`src/rtl/fir_engine.sv`:
```
// ---------------------------------------------------------------------------
// fir_engine
// FIR compute engine that sits between the input sample RAM and the output
// RAM. On start it takes over both RAM address muxes, convolves the stored
// samples x[] with the coefficient RAM h[], writes rounded and saturated
// results y[] to the output RAM, pulses done and hands the RAMs back to AXI.
//
//   y[n] = sum_{k=0}^{T(n)-1} h[k] * x[n-k],  T(n) = min(n+1, n_taps)
//
// Ports
//   a_clk, a_rst          clock, synchronous active-high reset
//   start                 one-cycle job request, honoured only in IDLE
//   n_samples, n_taps     job size (0..2^ADDR_WIDTH), latched on start
//   busy, done            job in progress / one-cycle end-of-job pulse
//   sel_mux_wej/wyj       engine owns input / output RAM address (= busy)
//   adr_probki, probka    input RAM read address / data (1-cycle latency)
//   adr_wsp, wsp          coefficient RAM read address / data (1-cycle)
//   adr_wyniku, wynik     output RAM write address / data
//   wyj_wr                output RAM write enable, one pulse per result
// ---------------------------------------------------------------------------
module fir_engine #(
  parameter int ADDR_WIDTH = 13,
  parameter int DATA_WIDTH = 16,
  parameter int COEF_WIDTH = 16,
  parameter int RES_WIDTH  = 16,
  parameter int ACC_WIDTH  = 40,
  parameter int FRAC_BITS  = 15
) (
  input  logic                         a_clk,
  input  logic                         a_rst,
  input  logic                         start,
  input  logic [ADDR_WIDTH:0]          n_samples,
  input  logic [ADDR_WIDTH:0]          n_taps,
  output logic                         busy,
  output logic                         done,
  output logic                         sel_mux_wej,
  output logic                         sel_mux_wyj,
  output logic [ADDR_WIDTH-1:0]        adr_probki,
  input  logic signed [DATA_WIDTH-1:0] probka,
  output logic [ADDR_WIDTH-1:0]        adr_wsp,
  input  logic signed [COEF_WIDTH-1:0] wsp,
  output logic [ADDR_WIDTH-1:0]        adr_wyniku,
  output logic signed [RES_WIDTH-1:0]  wynik,
  output logic                         wyj_wr
);

  localparam int CW = ADDR_WIDTH + 1;
  localparam int PW = DATA_WIDTH + COEF_WIDTH;
  localparam logic [CW-1:0]         C_ONE     = CW'(1);
  localparam logic [CW-1:0]         C_TWO     = CW'(2);
  localparam logic [ADDR_WIDTH-1:0] C_ADR_ONE = ADDR_WIDTH'(1);
  localparam logic signed [ACC_WIDTH-1:0] C_HALF =
    {{(ACC_WIDTH-FRAC_BITS){1'b0}}, 1'b1, {(FRAC_BITS-1){1'b0}}};
  localparam logic signed [ACC_WIDTH-1:0] C_RES_MAX =
    {{(ACC_WIDTH-RES_WIDTH+1){1'b0}}, {(RES_WIDTH-1){1'b1}}};
  localparam logic signed [ACC_WIDTH-1:0] C_RES_MIN =
    {{(ACC_WIDTH-RES_WIDTH+1){1'b1}}, {(RES_WIDTH-1){1'b0}}};

  typedef enum logic [2:0] {
    S_IDLE, S_SETUP, S_MAC, S_DRAIN, S_WRITE, S_DONE
  } state_t;

  state_t                        r_state;
  logic [CW-1:0]                 r_nSamples;
  logic [CW-1:0]                 r_nTaps;
  logic [CW-1:0]                 r_n;
  logic [CW-1:0]                 r_k;
  logic [CW-1:0]                 r_t;
  logic                          r_vld;
  logic signed [ACC_WIDTH-1:0]   r_acc;
  logic                          r_busy;
  logic                          r_done;
  logic [ADDR_WIDTH-1:0]         r_adrProbki;
  logic [ADDR_WIDTH-1:0]         r_adrWsp;
  logic [ADDR_WIDTH-1:0]         r_adrWyniku;
  logic signed [RES_WIDTH-1:0]   r_wynik;
  logic                          r_wyjWr;

  logic signed [PW-1:0]          w_prod;
  logic signed [ACC_WIDTH-1:0]   w_prodExt;
  logic signed [ACC_WIDTH-1:0]   w_accNext;
  logic signed [ACC_WIDTH-1:0]   w_rounded;
  logic signed [ACC_WIDTH-1:0]   w_shifted;
  logic signed [RES_WIDTH-1:0]   w_sat;
  logic [CW-1:0]                 w_kInc;
  logic [CW-1:0]                 w_nInc;
  logic [CW-1:0]                 w_nInc2;
  logic [CW-1:0]                 w_tFirst;
  logic [CW-1:0]                 w_tNext;

  // Number of taps that contribute to a sample: the history runs out before
  // the coefficient list does for the first n_taps-1 samples.
  function automatic logic [CW-1:0] tapsFor(input logic [CW-1:0] nPlusOne,
                                            input logic [CW-1:0] nTaps);
    return (nPlusOne < nTaps) ? nPlusOne : nTaps;
  endfunction

  // The RAM data seen this cycle belongs to the address issued last cycle,
  // so the product is only added when the one-deep valid pipe says so.
  assign w_prod    = probka * wsp;
  assign w_prodExt = {{(ACC_WIDTH-PW){w_prod[PW-1]}}, w_prod};
  assign w_accNext = r_acc + (r_vld ? w_prodExt : '0);
  assign w_rounded = w_accNext + C_HALF;
  assign w_shifted = w_rounded >>> FRAC_BITS;

  assign w_kInc   = r_k + C_ONE;
  assign w_nInc   = r_n + C_ONE;
  assign w_nInc2  = r_n + C_TWO;
  assign w_tFirst = tapsFor(C_ONE, r_nTaps);
  assign w_tNext  = tapsFor(w_nInc2, r_nTaps);

  // Clamp the rounded accumulator into the signed result range.
  always_comb begin
    w_sat = w_shifted[RES_WIDTH-1:0];
    if (w_shifted > C_RES_MAX) begin
      w_sat = C_RES_MAX[RES_WIDTH-1:0];
    end else if (w_shifted < C_RES_MIN) begin
      w_sat = C_RES_MIN[RES_WIDTH-1:0];
    end
  end

  // Main control FSM. All outputs are registered and set on the edge that
  // enters the state they belong to, so RAM addresses for MAC step k are
  // already stable during that step. A sample with no taps skips MAC and
  // goes straight to DRAIN with a cleared accumulator.
  always_ff @(posedge a_clk) begin
    if (a_rst) begin
      r_state     <= S_IDLE;
      r_nSamples  <= '0;
      r_nTaps     <= '0;
      r_n         <= '0;
      r_k         <= '0;
      r_t         <= '0;
      r_vld       <= 1'b0;
      r_acc       <= '0;
      r_busy      <= 1'b0;
      r_done      <= 1'b0;
      r_adrProbki <= '0;
      r_adrWsp    <= '0;
      r_adrWyniku <= '0;
      r_wynik     <= '0;
      r_wyjWr     <= 1'b0;
    end else begin
      case (r_state)
        S_IDLE: begin
          if (start) begin
            r_nSamples <= n_samples;
            r_nTaps    <= n_taps;
            r_busy     <= 1'b1;
            r_state    <= S_SETUP;
          end
        end
        S_SETUP: begin
          r_n   <= '0;
          r_acc <= '0;
          r_vld <= 1'b0;
          if (r_nSamples == '0) begin
            r_done  <= 1'b1;
            r_state <= S_DONE;
          end else begin
            r_t         <= w_tFirst;
            r_k         <= '0;
            r_adrProbki <= '0;
            r_adrWsp    <= '0;
            r_state     <= (w_tFirst == '0) ? S_DRAIN : S_MAC;
          end
        end
        S_MAC: begin
          r_acc <= w_accNext;
          r_vld <= 1'b1;
          if (w_kInc == r_t) begin
            r_state <= S_DRAIN;
          end else begin
            r_k         <= w_kInc;
            r_adrProbki <= r_adrProbki - C_ADR_ONE;
            r_adrWsp    <= r_adrWsp + C_ADR_ONE;
          end
        end
        S_DRAIN: begin
          r_acc       <= w_accNext;
          r_vld       <= 1'b0;
          r_wynik     <= w_sat;
          r_wyjWr     <= 1'b1;
          r_adrWyniku <= r_n[ADDR_WIDTH-1:0];
          r_state     <= S_WRITE;
        end
        S_WRITE: begin
          r_wyjWr <= 1'b0;
          r_acc   <= '0;
          r_n     <= w_nInc;
          if (w_nInc < r_nSamples) begin
            r_t         <= w_tNext;
            r_k         <= '0;
            r_adrProbki <= w_nInc[ADDR_WIDTH-1:0];
            r_adrWsp    <= '0;
            r_state     <= (w_tNext == '0) ? S_DRAIN : S_MAC;
          end else begin
            r_done  <= 1'b1;
            r_state <= S_DONE;
          end
        end
        S_DONE: begin
          r_done  <= 1'b0;
          r_busy  <= 1'b0;
          r_state <= S_IDLE;
        end
        default: begin
          r_state <= S_IDLE;
        end
      endcase
    end
  end

  assign busy        = r_busy;
  assign done        = r_done;
  assign sel_mux_wej = r_busy;
  assign sel_mux_wyj = r_busy;
  assign adr_probki  = r_adrProbki;
  assign adr_wsp     = r_adrWsp;
  assign adr_wyniku  = r_adrWyniku;
  assign wynik       = r_wynik;
  assign wyj_wr      = r_wyjWr;

endmodule

```
`config.mk`:
```
export PLATFORM = sky130hd
export DESIGN_NAME = fir_engine
export DESIGN_NICKNAME = d
export VERILOG_FILES = /design/src/rtl/fir_engine.sv
export SDC_FILE = /design/constraint.sdc
export NUM_CORES = 1
export LEC_CHECK = 0
export ABC_AREA = 1
export BUFFER_PORTS_ARGS = -buffer_cell sky130_fd_sc_hd__buf_2
export CAP_MARGIN = 20
export CORE_UTILIZATION = 64
export DETAILED_ROUTE_END_ITERATION = 8
export GPL_TIMING_DRIVEN = 0
export PLACE_DENSITY = 0.87
export SLEW_MARGIN = 30
export SYNTH_ARGS = -nofsm -noshare
export SYNTH_HDL_FRONTEND = slang
export SYNTH_SLANG_ARGS = --single-unit
```
`constraint.sdc`:
```
create_clock -name a_clk -period 9.5 [get_ports a_clk]
set_input_delay 0.475 -clock a_clk [delete_from_list [all_inputs] [get_ports a_clk]]
set_output_delay 0.475 -clock a_clk [all_outputs]
set_load 0.1 [all_outputs]
```
==> metrics.yaml, run 1 <==
status: "complete, no violations"
yosys_register_bits: 172
maxCapViolCount: 0
rows: 68
critPathLaunchType: "primary input"
synthToLayoutAreaGrowth_pct: 8.50
hp-class: "in -> reg"
chipWidth_um: 190
clkLatencyLatePin_ps: 440
critPathCaptureType: "flip-flop"
antenna_found_initial: 0
die_area_um2: 36200
crit_type: "in -> reg"
cp.required_ps: 9880
dr_total_vias: 21400
synth_cell_types: 53
fp.dieH_um: 190
setup_violations: 0
syn_area_um2: 22700
core_area_um2: 34700
drtAntennaViolNets: 0
clock_path_buffers: 2
slew_viol_final: 0
clkTransAtPathRegs_ps: 70
synthCells: 3325
seq_area_frac_synth: 0.152
grt_start_max_net_pins: 18
start_util: 0.653
first_pass_iters: 5
gp_congestion: 0.993
yosysTopAreaCell: "fa_1"
cts_tree: "yes"
avgRoutedWirePerCell_um: 15.8
synth_area_leaders: "fa_1 (23%), dfxtp_1 (15%), nand2_1 (14%)"
num_io_pins: 123
cts_num_sinks: 172
cts_made_buffers: 17
cp.arrival_ps: 9320
synth_edf_count: 0
cpMostUsedCell: "nand2_1"
overflow: 0
drive_gt1_frac: 0.0917
htreeDepth: 4
grt_util_all_layers: 0.351
drcViolationCount: 0
async_flop_share: 0
vias_per_cell: 5.48
avgSynthCellArea_um2: 6.82
grt_pass1_wl_mm: 102
dpl.hpwl_mm: 50.5
synth_fp_nets: 3804
critPathBufInv: 10
n_fill_cell: 2874
crit_family: "adder cells"
fmax_mhz: 112
drt-initial-drc-count: 1823
synth_top_area_share: 0.232
ctsHoldBuffers: 0
nets: 3924
clock_skew_ps: 6.90
period_share: 0.941
finalSetupTns_ps: 0
maxSlewHeadroom: 0.468
synth_warnings: 0
crit_path_top_delay_cell: "fa_1"
cts-root-buf: "clkbuf_16"
drt_wl_total_mm: 62.0
diodes: 0
hold_viol: 0
ys.flop_type: "dfxtp_1"
numPortBuffers: 95
worst_slew_pin_slew_ps: 798
slowest_delay_ps: 560
grt_pass1_vias: 20600
min_period_ps: 8940
critical_path.max_fanout: 10
-- layer usage --
layer / vias to the layer above / wire length [um] / GRT usage
met5: - / 0 / 0
met4: 0 / 2170 / 0.112
met2: 952 / 28600 / 0.581
met3: 168 / 5170 / 0.0508
li1: 10300 / - / -
met1: 10000 / 26000 / 0.475
-- final timing paths --
kind	from	endpoint	slack [ps]	depth (start not counted)
worst max-delay path	wsp[4]	wynik[14]	560	46
worst min-delay path	n_samples[6]	r_nSamples[6]	300	3
worst max register to register	r_vld	wynik[6]	4580	27
worst min register to register	r_n[12]	r_n[12]	470	2
-- worst min-delay path, delay by kind of cell --
kind	cells	cell delay [ps]
buffers and inverters	1	70
AOI/OAI and AO/OA	2	170
-- cells in the final DEF (no fill, tap or decap), types with 19 or more instances in the layout --
master	netlist	routed
fa_1	263	259
clkbuf_2	0	28
clkbuf_1	108	55
xnor2_1	22	22
o21ai_0	154	149
ha_1	153	149
inv_1	743	740
a21oi_1	235	233
nor2_1	204	200
nand2_1	872	870
nor3_1	24	24
buf_2	5	107
dfxtp_1	172	172
nand4_1	51	51
nand2_2	22	24
nand3_1	91	90
xor2_1	52	52
or2_2	19	19
-- per-stage QoR --
step | cells | instance area [um2] | hold WS [ps] | utilization | worst slack (ps)
floorplan | 3325 | 22700 | 444 | - | 972
global placement | 3875 | 23700 | 455 | 0.683 | -694
detailed placement | 3875 | 23700 | 456 | 0.684 | -723
CTS | 3906 | 24400 | 307 | 0.702 | 11.6
global route | 3913 | 24600 | 327 | 0.709 | -51.9
finish | 3913 | 24600 | 304 | 0.709 | 556
-- cells by family (layout without fill, tap and decap cells) --
group / after synthesis / after routing / share of synthesized area
AOI/OAI and AO/OA: 443 / 443 / 0.104
and+or+nand+nor: 1347 / 1347 / 0.253
DFF: 172 / 172 / 0.152
adders and majority gates: 416 / 416 / 0.317
xor gates and xnor gates: 75 / 75 / 0.0293
buffers and inverters: 872 / 1005 / 0.146
-- registers in the layout, summed over array words and instances (netlist names) --
register / count
wynik: 16
r_vld: 1
r_nTaps: 14
adr_probki: 13
r_t: 14
adr_wsp: 13
r_n: 14
r_k: 14
busy: 1
r_nSamples: 14
done: 1
wyj_wr: 1
r_state: 3
r_acc: 40
adr_wyniku: 13
-- cells in the mapped netlist, types with 19 or more instances --
cell	number
xor2_1	52
nand2_2	22
nand4_1	51
o21ai_0	154
dfxtp_1	172
ha_1	153
xnor2_1	22
or2_2	19
fa_1	263
nor3_1	24
nand3_1	91
a21oi_1	235
clkbuf_1	108
nand2_1	872
inv_1	743
nor2_1	204
-- cell type report --
type	count	area, um2	area share
Clock inverter	13	148	0.00600
Sequential cell	172	3440	0.140
Timing Repair Buffer	104	543	0.0221
Multi-Input combinational cell	2281	16000	0.651
Inverter	753	2830	0.115
Tap cell	455	569	0.0231
Buffer	116	602	0.0245
Clock buffer	19	443	0.0180
-- what timing repair did --
item / in CTS / in global routing
cloned: 0 / 0
setup endpoints to repair: 15 / 16
gates resized for setup: 36 / 133
pin swaps: 0 / 8
setup buffers: 0 / 9
Power of run 1 is left out: the tool's default activity adds up to more than one toggle a clock period on the data nets, which glitch-free logic cannot reach.
==> inputs of run 2 (changes only) <==
--- a/config.mk
+++ b/config.mk
@@ -8,10 +8,12 @@
 export ABC_AREA = 1
 export BUFFER_PORTS_ARGS = -buffer_cell sky130_fd_sc_hd__buf_2
 export CAP_MARGIN = 20
-export CORE_UTILIZATION = 64
+export CORE_MARGIN = 4
+export CORE_UTILIZATION = 65
+export CTS_BUF_LIST = sky130_fd_sc_hd__clkbuf_8
 export DETAILED_ROUTE_END_ITERATION = 8
 export GPL_TIMING_DRIVEN = 0
-export PLACE_DENSITY = 0.87
+export PLACE_DENSITY = 0.88
 export SLEW_MARGIN = 30
 export SYNTH_ARGS = -nofsm -noshare
 export SYNTH_HDL_FRONTEND = slang
==> run 2 against run 1 <==
Setup slack lost 68 ps. Via count grew 0.57%. Routed wire length is essentially flat. Maximum frequency shrank 0.75%. Die area grew 4.8%. Critical path type unchanged. Clock skew grew 8.2 ps. Global-route usage shrank 2.3 points. Utilization shrank 0.22 points. Hold slack lost 54 ps.
==> metrics.yaml, run 2 (synthesis gave the netlist of run 1 again) <==
grt_pass1_vias: 21100  # +2.5%
critPathCaptureType: "flip-flop"
numPortBuffers: 95  # unchanged
cp.required_ps: 9880  # about the same
clkLatencyLatePin_ps: 500  # +60 ps
fp.dieH_um: 195  # +2.4%
worst_slew_pin_slew_ps: 783  # -15.5 ps
drtAntennaViolNets: 0  # unchanged
final_common_cell: "nand2_1"
finalSetupTns_ps: 0  # unchanged
dr_total_vias: 21600  # +0.57%
preCtsSetupSlack_ps: -790  # -67.0 ps
grt_util_all_layers: 0.328  # -0.0234
fmax_mhz: 111  # -0.75%
nets: 3924  # unchanged
gp_congestion: 1.02  # +2.6%
largest-register: "r_acc"
fin_cells: 3913  # unchanged
critPathLaunchType: "primary input"
crit_path_top_delay_cell: "fa_1"
final_area_um2: 24300  # -1.0%
dpl_cell_area_um2: 23700  # unchanged
setup_violations: 0  # unchanged
hp-class: "in -> reg"
clkTransAtPathRegs_ps: 100  # +30 ps
clock_path_buffers: 2  # unchanged
cp.arrival_ps: 9390  # +70 ps
crit_type: "in -> reg"
cts_made_buffers: 17  # unchanged
critical_path.max_fanout: 10  # unchanged
drcViolationCount: 0  # unchanged
setup_ws_ps: 488  # -67.9 ps
htreeDepth: 4  # unchanged
vias_per_cell: 5.51  # +0.57%
die_area_um2: 37900  # +4.8%
first_pass_iters: 7  # +2
grt_start_max_net_pins: 17  # -1
hold_viol: 0  # unchanged
layout_common_cells: "nand2_1 (870), inv_1 (743), fa_1 (259), a21oi_1 (233), nor2_1 (200)"
overflow: 0  # unchanged
cts_tree: "yes"
drive_gt1_frac: 0.0894  # -0.00231
synthToLayoutAreaGrowth_pct: 7.37
period_share: 0.949  # +0.00715
antenna_found_initial: 0  # unchanged
cts_num_sinks: 172  # unchanged
status: "complete, no violations"
core_area_um2: 34500  # -0.74%
rows: 68  # unchanged
cts-root-buf: "clkbuf_8"
n_fill_cell: 2903  # +1.0%
avgRoutedWirePerCell_um: 15.8  # about the same
maxSlewHeadroom: 0.478  # +0.0104
start_util: 0.658  # +0.00484
clock_skew_ps: 15.1  # +8.21 ps
drt_wl_total_mm: 61.9  # about the same
chipWidth_um: 195  # +2.4%
dpl.hpwl_mm: 51.4  # +1.8%
num_io_pins: 123  # unchanged
largest_reg_flops: 40  # unchanged
slowest_delay_ps: 550  # about the same
maxCapViolCount: 0  # unchanged
place_inst: 3875  # unchanged
min_period_ps: 9010  # +67.9 ps
drt-initial-drc-count: 2117  # +16%
slew_viol_final: 0  # unchanged
diodes: 0  # unchanged
cpMostUsedCell: "nand2_1"
grt_pass1_wl_mm: 103  # +1.2%
ctsHoldBuffers: 0  # unchanged
## run 2: worst max-delay path, delay by kind of cell
family | cells | cell delay [ps]
adders and majority gates | 8 | 3650
and+or+nand+nor | 21 | 2500
AOI/OAI and AO/OA | 10 | 1580
buffers and inverters | 11 | 1160
## run 2: final cells by class
class / count / area (um2) / area share
clock buffer: 20 / 275 / 0.0113
clock inverter: 12 / 129 / 0.00529
multi-input combinational: 2281 / 16000 / 0.657
timing repair buffer: 102 / 528 / 0.0217
tap: 455 / 569 / 0.0234
inverter: 753 / 2830 / 0.116
sequential: 172 / 3440 / 0.141
buffer: 118 / 589 / 0.0242
## run 2: layer usage
layer	up-vias	global-route usage	share of wire
met5	-	0	0
met4	0	0.115	0.036
met3	178	0.0563	0.087
met2	1031	0.538	0.46
met1	10000	0.442	0.41
li1	10300	-	-
## run 2: stage by stage
stage                     utilization  hold slack, ps
final                           0.707             250
after global routing            0.707             268
after CTS                       0.701             236
after detailed placement        0.689             458
after global placement          0.688             455
after floorplan                     -             444
## run 2: final timing paths
| path | from | endpoint | slack [ps] | cells after the start |
|---|---|---|---|---|
| max | wsp[4] | wynik[6] | 490 | 50 |
| min | n_samples[10] | r_nSamples[10] | 250 | 3 |
| max reg2reg | r_vld | wynik[6] | 4510 | 25 |
| min reg2reg | r_acc[0] | r_acc[0] | 470 | 2 |
## run 2: repair_timing
| action | in CTS | in global routing |
|---|---|---|
| setup buffers | 0 | 7 |
| endpoints found under the setup margin | 15 | 16 |
| endpoints found under the hold margin | 0 | 0 |
| resized for setup | 25 | 124 |
| pin swaps | 0 | 5 |
Power of run 2 is left out for the same reason.
